### src/rtl/bsg_clk_gen_pearl_pkg.sv
// Shared types for the clock-generator tag sequencer: command struct, FSM states, width helper.
// Combinational definitions only.
package bsg_clk_gen_pearl_pkg;

  function automatic int safe_clog2(input int n);
    return (n <= 1) ? 1 : $clog2(n);
  endfunction

  localparam int tag_els_gp        = 16;
  localparam int lg_els_gp         = safe_clog2(tag_els_gp);
  localparam int tag_lg_width_gp   = 4;
  localparam int max_payload_gp    = 2**tag_lg_width_gp - 1;
  localparam int init_zeros_gp     = 32;
  localparam int gap_zeros_gp      = 4;

  // Field order puts node_id in the LSBs so {cmd, start_bit} is the wire order, LSB first.
  typedef struct packed {
    logic [max_payload_gp-1:0]  payload;
    logic [tag_lg_width_gp-1:0] len;
    logic                       data_not_reset;
    logic [lg_els_gp-1:0]       node_id;
  } bsg_clk_gen_pearl_tag_cmd_s;

  typedef enum logic [1:0] {
    eINIT = 2'd0,
    eIDLE = 2'd1,
    eSEND = 2'd2,
    eGAP  = 2'd3
  } bsg_clk_gen_pearl_tag_state_e;

endpackage

### src/rtl/bsg_clk_gen_pearl_tag_shifter.sv
// Loadable LSB-first PISO with a bit-down-counter; bit_o is the register LSB.
// Load wins over shift; last_o flags the final counted bit.
module bsg_clk_gen_pearl_tag_shifter
  import bsg_clk_gen_pearl_pkg::*;
#(
  parameter int width_p     = 25,
  parameter int cnt_width_p = 5
) (
  input  logic                   clk_i,
  input  logic                   reset_i,
  input  logic                   load_i,
  input  logic                   shift_i,
  input  logic [width_p-1:0]     data_i,
  input  logic [cnt_width_p-1:0] count_i,
  output logic                   bit_o,
  output logic                   last_o
);

  logic [width_p-1:0]     data_q, data_d;
  logic [cnt_width_p-1:0] cnt_q, cnt_d;

  always_comb begin
    data_d = data_q;
    cnt_d  = cnt_q;
    if (load_i) begin
      data_d = data_i;
      cnt_d  = count_i;
    end else if (shift_i) begin
      data_d = data_q >> 1;
      if (cnt_q != '0) cnt_d = cnt_q - cnt_width_p'(1);
    end
  end

  always_ff @(posedge clk_i or posedge reset_i) begin
    if (reset_i) begin
      data_q <= '0;
      cnt_q  <= '0;
    end else begin
      data_q <= data_d;
      cnt_q  <= cnt_d;
    end
  end

  assign bit_o  = data_q[0];
  assign last_o = (cnt_q == cnt_width_p'(1));

endmodule

### src/rtl/bsg_clk_gen_pearl_tag_seq.sv
// bsg_tag master: serializes ready/valid config commands onto tag_data_o/tag_en_o.
// Start bit one cycle after handshake; ready_o only in IDLE, so commands wait out packet+gap.
module bsg_clk_gen_pearl_tag_seq
  import bsg_clk_gen_pearl_pkg::*;
#(
  parameter int tag_els_p      = tag_els_gp,
  parameter int tag_lg_width_p = tag_lg_width_gp,
  parameter int init_zeros_p   = init_zeros_gp,
  parameter int gap_zeros_p    = gap_zeros_gp,
  localparam int lg_els_lp      = safe_clog2(tag_els_p),
  localparam int max_payload_lp = 2**tag_lg_width_p - 1
) (
  input  logic                      clk_i,
  input  logic                      reset_i,
  input  logic                      v_i,
  output logic                      ready_o,
  input  logic [lg_els_lp-1:0]      node_id_i,
  input  logic                      data_not_reset_i,
  input  logic [tag_lg_width_p-1:0] len_i,
  input  logic [max_payload_lp-1:0] payload_i,
  output logic                      tag_data_o,
  output logic                      tag_en_o,
  output logic                      done_o
);

  localparam int hdr_bits_lp       = 2 + lg_els_lp + tag_lg_width_p;
  localparam int max_pkt_lp        = hdr_bits_lp + max_payload_lp;
  localparam int cnt_max_lp        = (max_pkt_lp > gap_zeros_p) ? max_pkt_lp : gap_zeros_p;
  localparam int cnt_width_lp      = $clog2(cnt_max_lp + 1);
  localparam int frame_width_lp    = $bits(bsg_clk_gen_pearl_tag_cmd_s) + 1;
  localparam int init_cnt_width_lp = safe_clog2(init_zeros_p);

  bsg_clk_gen_pearl_tag_state_e   state_q, state_d;
  logic [init_cnt_width_lp-1:0]   init_cnt_q, init_cnt_d;
  logic                           done_q, done_d;
  logic                           tag_en_q;

  bsg_clk_gen_pearl_tag_cmd_s     cmd_n;
  logic                           sh_load, sh_shift, sh_bit, sh_last;
  logic [frame_width_lp-1:0]      sh_data;
  logic [cnt_width_lp-1:0]        sh_count;

  // Payload bits at or above len are zeroed so the frame never carries stale data.
  always_comb begin
    cmd_n.node_id        = node_id_i;
    cmd_n.data_not_reset = data_not_reset_i;
    cmd_n.len            = len_i;
    cmd_n.payload        = payload_i & ~({max_payload_lp{1'b1}} << len_i);
  end

  always_comb begin
    state_d    = state_q;
    init_cnt_d = init_cnt_q;
    done_d     = 1'b0;
    sh_load    = 1'b0;
    sh_shift   = 1'b0;
    sh_data    = '0;
    sh_count   = '0;
    unique case (state_q)
      eINIT: begin
        if (init_cnt_q == init_cnt_width_lp'(init_zeros_p - 1)) state_d = eIDLE;
        else init_cnt_d = init_cnt_q + init_cnt_width_lp'(1);
      end
      eIDLE: begin
        if (v_i) begin
          sh_load  = 1'b1;
          sh_data  = {cmd_n, 1'b1};
          sh_count = cnt_width_lp'(hdr_bits_lp) + cnt_width_lp'(len_i);
          state_d  = eSEND;
        end
      end
      eSEND: begin
        // Reloading zeros on the last bit reuses the counter for the gap.
        if (sh_last) begin
          sh_load  = 1'b1;
          sh_count = cnt_width_lp'(gap_zeros_p);
          state_d  = eGAP;
        end else begin
          sh_shift = 1'b1;
        end
      end
      eGAP: begin
        if (sh_last) begin
          state_d = eIDLE;
          done_d  = 1'b1;
        end else begin
          sh_shift = 1'b1;
        end
      end
      default: state_d = eINIT;
    endcase
  end

  always_ff @(posedge clk_i or posedge reset_i) begin
    if (reset_i) begin
      state_q    <= eINIT;
      init_cnt_q <= '0;
      done_q     <= 1'b0;
      tag_en_q   <= 1'b0;
    end else begin
      state_q    <= state_d;
      init_cnt_q <= init_cnt_d;
      done_q     <= done_d;
      tag_en_q   <= 1'b1;
    end
  end

  bsg_clk_gen_pearl_tag_shifter #(
    .width_p     (frame_width_lp),
    .cnt_width_p (cnt_width_lp)
  ) shifter (
    .clk_i   (clk_i),
    .reset_i (reset_i),
    .load_i  (sh_load),
    .shift_i (sh_shift),
    .data_i  (sh_data),
    .count_i (sh_count),
    .bit_o   (sh_bit),
    .last_o  (sh_last)
  );

  assign ready_o    = (state_q == eIDLE);
  assign tag_data_o = sh_bit;
  assign tag_en_o   = tag_en_q;
  assign done_o     = done_q;

endmodule

### config.mk
export PLATFORM = sky130hd
export DESIGN_NAME = bsg_clk_gen_pearl_tag_seq
export DESIGN_NICKNAME = d
export VERILOG_FILES = /design/src/rtl/bsg_clk_gen_pearl_pkg.sv /design/src/rtl/bsg_clk_gen_pearl_tag_shifter.sv /design/src/rtl/bsg_clk_gen_pearl_tag_seq.sv
export SDC_FILE = /design/constraint.sdc
export NUM_CORES = 1
export LEC_CHECK = 0
export CORE_ASPECT_RATIO = 0.8
export CORE_MARGIN = 5
export CORE_UTILIZATION = 55
export DETAILED_ROUTE_END_ITERATION = 12
export GPL_TIMING_DRIVEN = 0
export PLACE_DENSITY = 0.87
export SLEW_MARGIN = 20
export SYNTH_ARGS = -nofsm -noshare
export SYNTH_HDL_FRONTEND = slang
export SYNTH_SLANG_ARGS = --single-unit
### constraint.sdc
create_clock -name clk_i -period 6.25 [get_ports clk_i]
set_clock_uncertainty 0.1 [all_clocks]
set_input_delay 1.25 -clock clk_i [delete_from_list [all_inputs] [get_ports clk_i]]
set_output_delay 1.25 -clock clk_i [all_outputs]
set_load 0.03 [all_outputs]
; Yosys cells after proc, flatten, opt, wreduce, memory -nomap -nowiden
; Cells that the tools add are included.
[classes]
add_sub_neg = 3
bitwise_logic = 3
shift = 1
n_mux = 21
n_eq_ne = 9
n_reduce_logical = 8
[ops]
columns = operator, n
row1 = $mux 25, 4
row2 = $mux 5, 4
row3 = $and 15x15->15, 1
row4 = $not 15->15, 1
row5 = $shl 15x4->15 const A, 1
row6 = $pmux 5 s2, 1
row7 = $mux 2, 4
row8 = $ne 2x2->1 const B, 4
row9 = $pmux 2 s4, 1
row10 = $add 4x4->5 const A, 1
row11 = $add 5x1->5 const B, 1
row12 = $eq 5x1->1 const B, 1
row13 = $eq 5x5->1 const B, 1
row14 = $mux 1, 5
row15 = $reduce_bool 5->1, 1
row16 = $sub 5x1->5 const B, 1
row17 = $eq 2x2->1 const B, 2
row18 = $reduce_and 2->1, 2
row19 = $reduce_and 4->1, 1
row20 = $reduce_bool 2->1, 2
row21 = $mux 3, 1
row22 = $eq 2x1->1 const B, 1
row23 = $logic_not 2->1, 1
row24 = $pmux 1 s2, 1
row25 = other kinds (2), 2
[word_totals]
reg_bits = 39

; Longest topological paths before layout
; Gate-level depths: netlist of run 1.
[logic_depth]
ltp_word = 6
depth_mapped = 8

; Modules after synthesis
; A second synthesis of run 1 with hierarchy kept.
[unflattened]
hier_cells = 236
area_unflattened_um2 = 2285.9
[by_module_without_submodules]
columns = mod, seq_area_each_um2, cells_each, n_inst, area_each_um2
row1 = bsg_clk_gen_pearl_tag_shifter, 750.7, 145, 1, 1466.4
row2 = bsg_clk_gen_pearl_tag_seq, 225.2, 91, 1, 819.5

; Least setup slack after synthesis of run 1
; Ideal clock, no wire load.
[synth_timing]
path_kind = input port to flip-flop
from = input port len_i[3]
to = register shifter.data_q[18]
arrival_ns = 2.238
setup_slack_ns = 3.838
path_buffers = 2
required_time_ns = 6.076
stages = 6
path_cell_list = clkbuf_1 and3_1 and2_1 buf_1 o311ai_0 o21ai_2
[synth_between]
elab_chain_len = 6
[synth_lines]
columns = element, line_no
row1 = from (decl), bsg_clk_gen_pearl_tag_seq.sv:19  ; input logic [tag_lg_width_p-1:0] len_i,
row2 = $shl 15x4->15, bsg_clk_gen_pearl_tag_seq.sv:48  ; cmd_n.payload = payload_i & ~({max_payload_lp{1'b1}} << len_i);
row3 = $not 15->15, bsg_clk_gen_pearl_tag_seq.sv:48
row4 = $and 15x15->15, bsg_clk_gen_pearl_tag_seq.sv:48
row5 = $mux 25, bsg_clk_gen_pearl_tag_seq.sv:65  ; if (v_i) begin
row6 = $mux 25, bsg_clk_gen_pearl_tag_seq.sv:59  ; unique case (state_q)
row7 = $mux 25, bsg_clk_gen_pearl_tag_shifter.sv:25  ; if (load_i) begin
row8 = to (signal assigned), bsg_clk_gen_pearl_tag_shifter.sv:39  ; data_q <= data_d;
row9 = to (decl), bsg_clk_gen_pearl_tag_shifter.sv:19  ; logic [width_p-1:0] data_q, data_d;
; No other way between the ends.
; A chain may end at the register's enable or synchronous reset.

; Worst setup path in the final report of run 1
[layout_timing]
from = register state_q[1]
to = output port ready_o
[layout_between]
elab_chain_len = 1
[layout_lines]
columns = element, line_no
row1 = from (decl), bsg_clk_gen_pearl_tag_seq.sv:33  ; bsg_clk_gen_pearl_tag_state_e state_q, state_d;
row2 = from (signal assigned), bsg_clk_gen_pearl_tag_seq.sv:96  ; state_q <= eINIT;
row3 = from (signal assigned), bsg_clk_gen_pearl_tag_seq.sv:101  ; state_q <= state_d;
row4 = $eq 2x1->1, bsg_clk_gen_pearl_tag_seq.sv:122  ; assign ready_o = (state_q == eIDLE);
row5 = to (decl), bsg_clk_gen_pearl_tag_seq.sv:16  ; output logic ready_o,
; No other way between the ends.

==> flow_metrics.tcl, run 1 <==
set metrics [dict create \
    syn_inst 207 \
    cts_root_buf "clkbuf_8" \
    outcome "finished clean" \
    cts_tree "yes" \
    synth_edf_count 0 \
    r2r_slack_ps 3850 \
    antenna_found_initial 0 \
    synth_area_um2 2160 \
    dp_hpwl_mm 3.63 \
    drt_iter0_markers 153 \
    pwr-share-comb 0.532 \
    wire_per_inst_um 16.0 \
    finalCritPeriodShare 0.498 \
    netSwitchingFraction 0.408 \
    numCtsBuffers 5 \
    reg2reg_from "state_q[0]" \
    cp_max_fo 5 \
    cell_internal_pwr_mw 0.779 \
    seqPwrFrac 0.341 \
    grt_pass1_wl_mm 8.11 \
    power_density_nw_per_um2 501 \
    dieArea_um2 5290 \
    antenna_cells 0 \
    grt_overflow 0 \
    crit_type "reg2out" \
    cp_cell_sequence "inv_1 > ha_1 > clkdlybuf4s50_1" \
    yosys_warnings 0 \
    power_mw 1.32 \
    cts-hold-fix-buffers 0 \
    cts_setup_buffers 0 \
    finalHoldViolations 0 \
    synth.top_cell.area_share 0.452 \
    synth.ff_latch_count 39 \
    port_buffers 29 \
    via_count 1714 \
    grt_util_all_layers 0.206 \
    register_area_um2 976 \
    path_buf_inv 2 \
    placed_cells 292 \
    drive_gt1_frac 0.110 \
    area_growth_pct 21.7 \
    start_kind "flip-flop" \
    place.gp.congestion 0.933 \
    relSlewSlack 0.604 \
    slew_viol_final 0 \
    die_y_um 66.1 \
    ys_types 49 \
    synth.most_common_cell "dfrtp_1" \
    holdPathStages 1 \
    nFillCells 297 \
    worst_pin_slew_ps 587 \
    hold_class "reg2reg" \
    cp_slowest_stage_delay_ps 700 \
    drc 0 \
    critPathArrivalTime_ps 1770 \
    reg2reg_depth 8 \
    crit_required_ps 4900 \
    holdPathEnd "init_cnt_q[3]" \
    grt_start_max_net_pins 28 \
    setup_viol 0 \
    synth.top_cells.by_area "dfrtp_1 45%, mux2i_1 8.8%, ha_1 7.5%, o21ai_0 3.7%, nand2_1 3.5%" \
    grt_pass1_vias 1660 \
    clock_path_buffers 2 \
    ir_drop_uv 304 \
    end_kind "output pin" \
    cpMaxStageDelayCell "clkdlybuf4s50_1" \
    whs_ps 375 \
    p_clk_frac 0.127 \
    clock_sinks 39 \
    rsz0062_at_grt "no" \
    final.min_clock_period_ps 3120 \
    layout.cells.non_filler 300 \
    max_cap_viol_count 0 \
    detail-route-antenna-nets 0 \
    dieWidth_um 80.1 \
    drtPass1Iterations 4 \
    start_util 0.568 \
    io_pins 31 \
    insertion_delay_ps 300 \
    wirelength_mm 4.79 \
    nNetsFinal 284 \
    clock.fmax_ghz 0.321 \
    r2r-end "shifter.data_q[20]" \
    switchingPower_mw 0.538 \
    row_count 20 \
    synth_ff_type "dfrtp_1" \
    fin_setup_tns_ps 0 \
    finalInstanceArea_um2 2630 \
    htree_num_levels 2 \
    synth_top_area_cell "dfrtp_1" \
    via_per_inst 5.71 \
    core_area_um2 3800 \
    postPlaceCellArea_um2 2540 \
    cts-resized-gates 0 \
    multiInputGateArea_um2 1070 \
    hp-start "init_cnt_q[3]" \
    p_leak_nw 1.18 \
    synth_seq_area_share 0.452 \
    clkTransAtPathRegs_ps 70 \
    netlist_top_cells_count "39 x dfrtp_1, 20 x nand2_1, 19 x mux2i_1" \
    syn-num-nets 247 \
    syn_area_per_cell_um2 10.4 \
    synthArstFlopShare 1.00 \
    critical-path-top-delay-family "buffers and inverters" \
]
-- area by class of cell --
class                      instances  area share
multi-input combinational        147       0.407
clock inverter                     3     0.00762
buffer                            12      0.0305
inverter                           9      0.0129
sequential                        39       0.371
tap                               55      0.0262
timing repair buffer              30       0.118
clock buffer                       5      0.0262
-- how the worst max path moves through the flow --
| stage | from | end | slack [ps] | depth (start not counted) |
|---|---|---|---|---|
| floorplan | len_i[3] | shifter.data_q[18] | 3840 | 6 |
| global placement | v_i | shifter.data_q[20] | 3100 | 7 |
| detailed placement | v_i | shifter.data_q[20] | 3080 | 7 |
| CTS | state_q[1] | ready_o | 3120 | 3 |
| global route | state_q[1] | ready_o | 3040 | 3 |
| finish | state_q[1] | ready_o | 3130 | 3 |
-- power groups by stage --
| stage | sequential (mW) | combinational [mW] | clock [mW] |
|---|---|---|---|
| floorplan | 0.441 | 0.538 | 0 |
| global placement | 0.448 | 0.674 | 0 |
| detailed placement | 0.453 | 0.695 | 0 |
| CTS | 0.448 | 0.700 | 0.171 |
| global route | 0.464 | 0.780 | 0.185 |
| finish | 0.449 | 0.700 | 0.168 |
-- through the flow --
stage | worst slack, ps | util
global route | 3040 | 0.691
detailed placement | 3080 | 0.668
global placement | 3100 | 0.663
CTS | 3120 | 0.691
floorplan | 3840 | -
finish | 3130 | 0.691
-- flip-flops by register name, summed over array words and instances (netlist names) --
register	count
shifter.cnt_q	5
done_o	1
shifter.data_q	25
state_q	2
init_cnt_q	5
tag_en_o	1
-- metal layers --
layer,GRT usage,wire [um],part of all wire,up-vias
met4,0.110,64,0.013,0
li1,-,-,-,826
met3,0.0422,291,0.061,7
met5,0,0,0,-
met1,0.291,2260,0.47,823
met2,0.296,2180,0.45,58
-- placed cells by master, fill, tap and decap left out, drive strengths merged, types with 2 or more instances in the layout --
cell and count:
a211oi 2, a21oi 7, a31oi 7, and2 3, and3 3, buf 10
clkbuf 8, clkdlybuf4s50 29, clkinvlp 2, dfrtp 39, ha 13, inv 9
mux2 3, mux2i 19, nand2 21, nand3 4, nand4 2, nor2 10
nor3 4, o2111ai 3, o21ai 18, o22ai 3, o31a 2, o32ai 2
xnor2 3, xor2 2
-- cell families after synthesis --
group | count (synthesis) | synth area share
other | 1 | 0.00174
flip-flops | 39 | 0.452
AND/OR/NAND/NOR | 54 | 0.131
multiplexers | 22 | 0.105
buffers and inverters | 21 | 0.0527
adder cells (fa/ha/maj) | 13 | 0.0753
XOR/XNOR | 5 | 0.0203
AO/OA/AOI/OAI | 52 | 0.162
Power figures use the tool's default switching activity.
==> run 2: changes to the inputs <==
--- a/config.mk
+++ b/config.mk
@@ -7,10 +7,10 @@
 export LEC_CHECK = 0
 export CORE_ASPECT_RATIO = 0.8
 export CORE_MARGIN = 5
-export CORE_UTILIZATION = 55
+export CORE_UTILIZATION = 54
 export DETAILED_ROUTE_END_ITERATION = 12
 export GPL_TIMING_DRIVEN = 0
-export PLACE_DENSITY = 0.87
+export PLACE_DENSITY = 0.86
 export SLEW_MARGIN = 20
 export SYNTH_ARGS = -nofsm -noshare
 export SYNTH_HDL_FRONTEND = slang
==> constraint.sdc (replaced) <==
create_clock -name clk_i -period 3.1 [get_ports clk_i]
set_clock_uncertainty 0.1 [all_clocks]
set_input_delay 0.62 -clock clk_i [delete_from_list [all_inputs] [get_ports clk_i]]
set_output_delay 0.62 -clock clk_i [all_outputs]
set_load 0.03 [all_outputs]
==> flow_metrics.tcl, run 2 (synthesized netlist as in run 1, its figures left out) <==
set metrics [dict create \
    outcome "finished clean" \
    place_ws_ps 568 \
    placed_cells 292 \
    nNetsFinal 284 \
    critPathArrivalTime_ps 1780 \
    cts_setup_buffers 0 \
    finish.utilization 0.693 \
    antenna_cells 0 \
    start_util 0.564 \
    cp_max_fo 5 \
    crit_type "reg2out" \
    layout_commonest_cell "dfrtp_1" \
    grt_pass1_vias 1666 \
    area_growth_pct 22.8 \
    final.min_clock_period_ps 2500 \
    dieWidth_um 80.7 \
    drtPass1Iterations 4 \
    via_count 1733 \
    cts_tree "yes" \
    relSlewSlack 0.638 \
    cts-hold-fix-buffers 0 \
    ir_drop_uv 775 \
    drive_gt1_frac 0.110 \
    top_register "shifter.data_q" \
    fin_setup_tns_ps 0 \
    cts_root_buf "clkbuf_8" \
    rsz0062_at_grt "no" \
    grt_overflow 0 \
    largest_reg_flops 25 \
    cpMaxStageDelayCell "clkdlybuf4s50_1" \
    cts-resized-gates 0 \
    clock_path_buffers 2 \
    path_buf_inv 2 \
    clock.fmax_ghz 0.401 \
    r2r_slack_ps 720 \
    critical-path-top-delay-family "buffers and inverters" \
    grt_pass1_wl_mm 7.80 \
    numCtsBuffers 5 \
    insertion_delay_ps 280 \
    finalHoldViolations 0 \
    antenna_found_initial 0 \
    dieArea_um2 5370 \
    htree_num_levels 2 \
    layout.cells.non_filler 300 \
    crit_required_ps 2380 \
    detail-route-antenna-nets 0 \
    max_cap_viol_count 0 \
    worst_pin_slew_ps 537 \
    finalWorstSetupSlack_ps 605 \
    nFillCells 280 \
    via_per_inst 5.78 \
    clock_sinks 39 \
    cp_cell_sequence "inv_1 > ha_1 > clkdlybuf4s50_1" \
    layout_common_cells "39 x dfrtp_1, 29 x clkdlybuf4s50_1, 20 x nand2_1" \
    place.gp.congestion 0.983 \
    wirelength_mm 4.75 \
    finalCritPeriodShare 0.805 \
    cp_slowest_stage_delay_ps 700 \
    port_buffers 29 \
    slew_viol_final 0 \
    start_kind "flip-flop" \
    hold_class "reg2reg" \
    grt_start_max_net_pins 28 \
    reg_top3 "shifter.data_q x25, init_cnt_q x5, shifter.cnt_q x5" \
    power_mw 2.74 \
    power_density_nw_per_um2 1030 \
    clkTransAtPathRegs_ps 80 \
    io_pins 31 \
    dp_hpwl_mm 3.62 \
    die_y_um 66.6 \
    drc 0 \
    wire_per_inst_um 15.8 \
    grt_util_all_layers 0.193 \
    row_count 20 \
    core_area_um2 3830 \
    end_kind "output pin" \
    setup_viol 0 \
    drt_iter0_markers 162 \
    p_leak_nw 1.20 \
]
## run 2: cell count changes in the layout (fill, tap and decap cells not counted)
cell	change
clkinvlp_4	-2
bufinv_16	+1
clkinv_4	+1
## run 2: worst paths after layout
check | start | to | cells past startpoint
max in group asynchronous | reset_i | shifter.data_q[7] | 3
min in group asynchronous | reset_i | shifter.data_q[22] | 2
setup / recovery | state_q[1] | ready_o | 3
hold reg to reg | init_cnt_q[3] | init_cnt_q[3] | 1
setup reg to reg | state_q[1] | shifter.data_q[22] | 8
hold / removal | init_cnt_q[3] | init_cnt_q[3] | 1
## run 2: routing by layer
metal,vias up,share of wire,global-route usage
li1,828,-,-
met1,840,0.45,0.265
met5,-,0,0
met3,5,0.065,0.0486
met2,60,0.47,0.302
met4,0,0.011,0.0570
## run 2: worst reg2reg max path: cells and delay by family, from the launching register on
family | cells | cell delay, ps
AND/OR/NAND/NOR | 1 | 210
adder cells (fa/ha/maj) | 1 | 430
AO/OA/AOI/OAI | 3 | 410
buffers and inverters | 3 | 690
flip-flops | 1 | 410
## run 2: per-stage QoR
stage	area (um^2)	hold slack (ps)
after detailed placement	2540	361
after global placement	2520	356
after CTS	2650	375
after global routing	2650	417
final	2650	374
after floorplan	2160	338
## run 2: area by class of cell
class,count,area (um^2),share of cell area
Buffer,12,80.1,0.0302
Clock buffer,5,68.8,0.0259
Clock inverter,3,43.8,0.0165
Inverter,9,33.8,0.0127
Multi-Input combinational cell,147,1070,0.404
Sequential cell,39,976,0.368
Tap cell,55,68.8,0.0259
Timing Repair Buffer,30,310,0.117
## run 2: power breakdown
part	switching, mW	total, mW	internal (mW)
logic	0.751	1.42	0.664
registers	0.157	0.907	0.750
clock network	0.177	0.417	0.240
==> run 3: changes to the inputs <==
--- a/config.mk
+++ b/config.mk
@@ -7,10 +7,10 @@
 export LEC_CHECK = 0
 export CORE_ASPECT_RATIO = 0.8
 export CORE_MARGIN = 5
-export CORE_UTILIZATION = 54
+export CORE_UTILIZATION = 49
 export DETAILED_ROUTE_END_ITERATION = 12
 export GPL_TIMING_DRIVEN = 0
-export PLACE_DENSITY = 0.86
+export PLACE_DENSITY = 0.83
 export SLEW_MARGIN = 20
 export SYNTH_ARGS = -nofsm -noshare
 export SYNTH_HDL_FRONTEND = slang
==> constraint.sdc (replaced) <==
create_clock -name clk_i -period 2 [get_ports clk_i]
set_clock_uncertainty 0.1 [all_clocks]
set_input_delay 0.4 -clock clk_i [delete_from_list [all_inputs] [get_ports clk_i]]
set_output_delay 0.4 -clock clk_i [all_outputs]
set_load 0.03 [all_outputs]
==> flow_metrics.tcl, run 3 (synthesized netlist as in run 1, its figures left out) <==
set metrics [dict create \
    pwr-share-comb 0.587 \
    p_leak_nw 1.33 \
    finalHoldViolations 0 \
    largest_reg_flops 25 \
    switchingPower_mw 1.97 \
    core_area_um2 4230 \
    finish.utilization 0.695 \
    final.min_clock_period_ps 2010 \
    nFillCells 310 \
    drc 0 \
    hold_class "in2async" \
    max_cap_viol_count 0 \
    clkTransAtPathRegs_ps 80 \
    crit_type "reg2reg" \
    power_density_nw_per_um2 1700 \
    layout_commonest_cell "dfrtp_1" \
    cell_internal_pwr_mw 3.02 \
    numCtsBuffers 5 \
    cts_tree "yes" \
    via_count 1852 \
    grt_start_max_net_pins 30 \
    seqPwrFrac 0.282 \
    crit_required_ps 2130 \
    die_y_um 69.4 \
    dp_hpwl_mm 3.49 \
    area_growth_pct 36.0 \
    reg_top3 "shifter.data_q x25, init_cnt_q x5, shifter.cnt_q x5" \
    grt_overflow 0 \
    detail-route-antenna-nets 0 \
    multiInputGateArea_um2 1160 \
    wire_per_inst_um 17.6 \
    whs_ps 238 \
    antenna_found_initial 0 \
    cts-hold-fix-buffers 0 \
    end_kind "flip-flop" \
    via_per_inst 5.72 \
    port_buffers 29 \
    p_clk_frac 0.131 \
    row_count 21 \
    htree_num_levels 2 \
    failed_checks "setup timing" \
    grt_pass1_wl_mm 8.59 \
    top_register "shifter.data_q" \
    start_util 0.511 \
    clock.fmax_ghz 0.498 \
    clock_sinks 39 \
    slew_viol_final 0 \
    cp_max_fo 6 \
    grt_pass1_vias 1816 \
    outcome "complete, but fails checks" \
    cts_root_buf "clkbuf_8" \
    nNetsFinal 306 \
    drt_iter0_markers 180 \
    layout_common_cells "39 x dfrtp_1, 28 x clkdlybuf4s50_1, 27 x buf_4" \
    worst_pin_slew_ps 507 \
    wirelength_mm 5.69 \
    drtPass1Iterations 4 \
    place.gp.congestion 0.947 \
    io_pins 31 \
    grt_util_all_layers 0.182 \
    critPathArrivalTime_ps 2130 \
    insertion_delay_ps 290 \
    register_area_um2 976 \
    dieArea_um2 5850 \
    finalWorstSetupSlack_ps -7.48 \
    drive_gt1_frac 0.247 \
    start_kind "flip-flop" \
    dieWidth_um 84.2 \
    antenna_cells 0 \
    setup_viol 1 \
    relSlewSlack 0.658 \
    finalCritPeriodShare 1.00 \
    clock_path_buffers 2 \
    netSwitchingFraction 0.395 \
    ir_drop_uv 988 \
]
## run 3: layer usage
metal / GRT usage / up-vias / part of all wire
met3: 0.0368 / 14 / 0.063
met1: 0.249 / 898 / 0.44
met2: 0.281 / 73 / 0.47
li1: - / 867 / -
met4: 0.0786 / 0 / 0.021
met5: 0 / - / 0
## run 3: through the flow
step,TNS [ps],cells,area [um^2],setup WS (ps),power (mW)
floorplan,0,207,2160,19.9,3.07
global placement,-11860,293,2520,-320,3.51
detailed placement,-3140,294,2540,-326,3.58
CTS,0,309,2770,1.84,4.46
global route,-116,324,2940,-79.7,5.30
finish,-7.48,324,2940,-7.48,4.99
## run 3: layout make-up
type / count / area share
multi-input combinational: 147 / 0.396
sequential: 39 / 0.332
timing repair buffer: 54 / 0.166
buffer: 10 / 0.0315
tap: 57 / 0.0243
clock buffer: 5 / 0.0234
clock inverter: 3 / 0.0149
inverter: 9 / 0.0115
## run 3: critical path, cell delays in order, from the launching register on
cell      delay [ps]
dfrtp_1          370
inv_2             70
ha_1             170
nor4b_4          120
buf_4            170
buf_4            140
a211oi_4         350
mux2i_1          290
a22o_1           170
## run 3: worst paths after layout
kind | to | startpoint | cells after the start | slack (ps)
max | shifter.cnt_q[1] | shifter.cnt_q[1] | 8 | -7
min | shifter.data_q[1] | reset_i | 2 | 240
max reg2reg | shifter.cnt_q[1] | shifter.cnt_q[1] | 8 | -7
min reg2reg | init_cnt_q[3] | init_cnt_q[3] | 1 | 380
max in group asynchronous | done_o | reset_i | 3 | 1130
min in group clk_i | init_cnt_q[3] | init_cnt_q[3] | 1 | 380
## run 3: power by group through the flow
stage	Combinational (mW)	Clock (mW)	Sequential, mW
after detailed placement	2.16	0	1.41
after floorplan	1.69	0	1.38
final	2.93	0.652	1.41
after global placement	2.11	0	1.40
after CTS	2.42	0.659	1.39
after global routing	3.17	0.693	1.44
## run 3: timing repair
| action | in CTS | in global routing |
|---|---|---|
| endpoints found under the setup margin | 22 | 23 |
| endpoints found under the hold margin | 0 | 0 |
| pin swaps | 0 | 3 |
| buffers inserted | 7 | 18 |
| gates resized for setup | 16 | 13 |
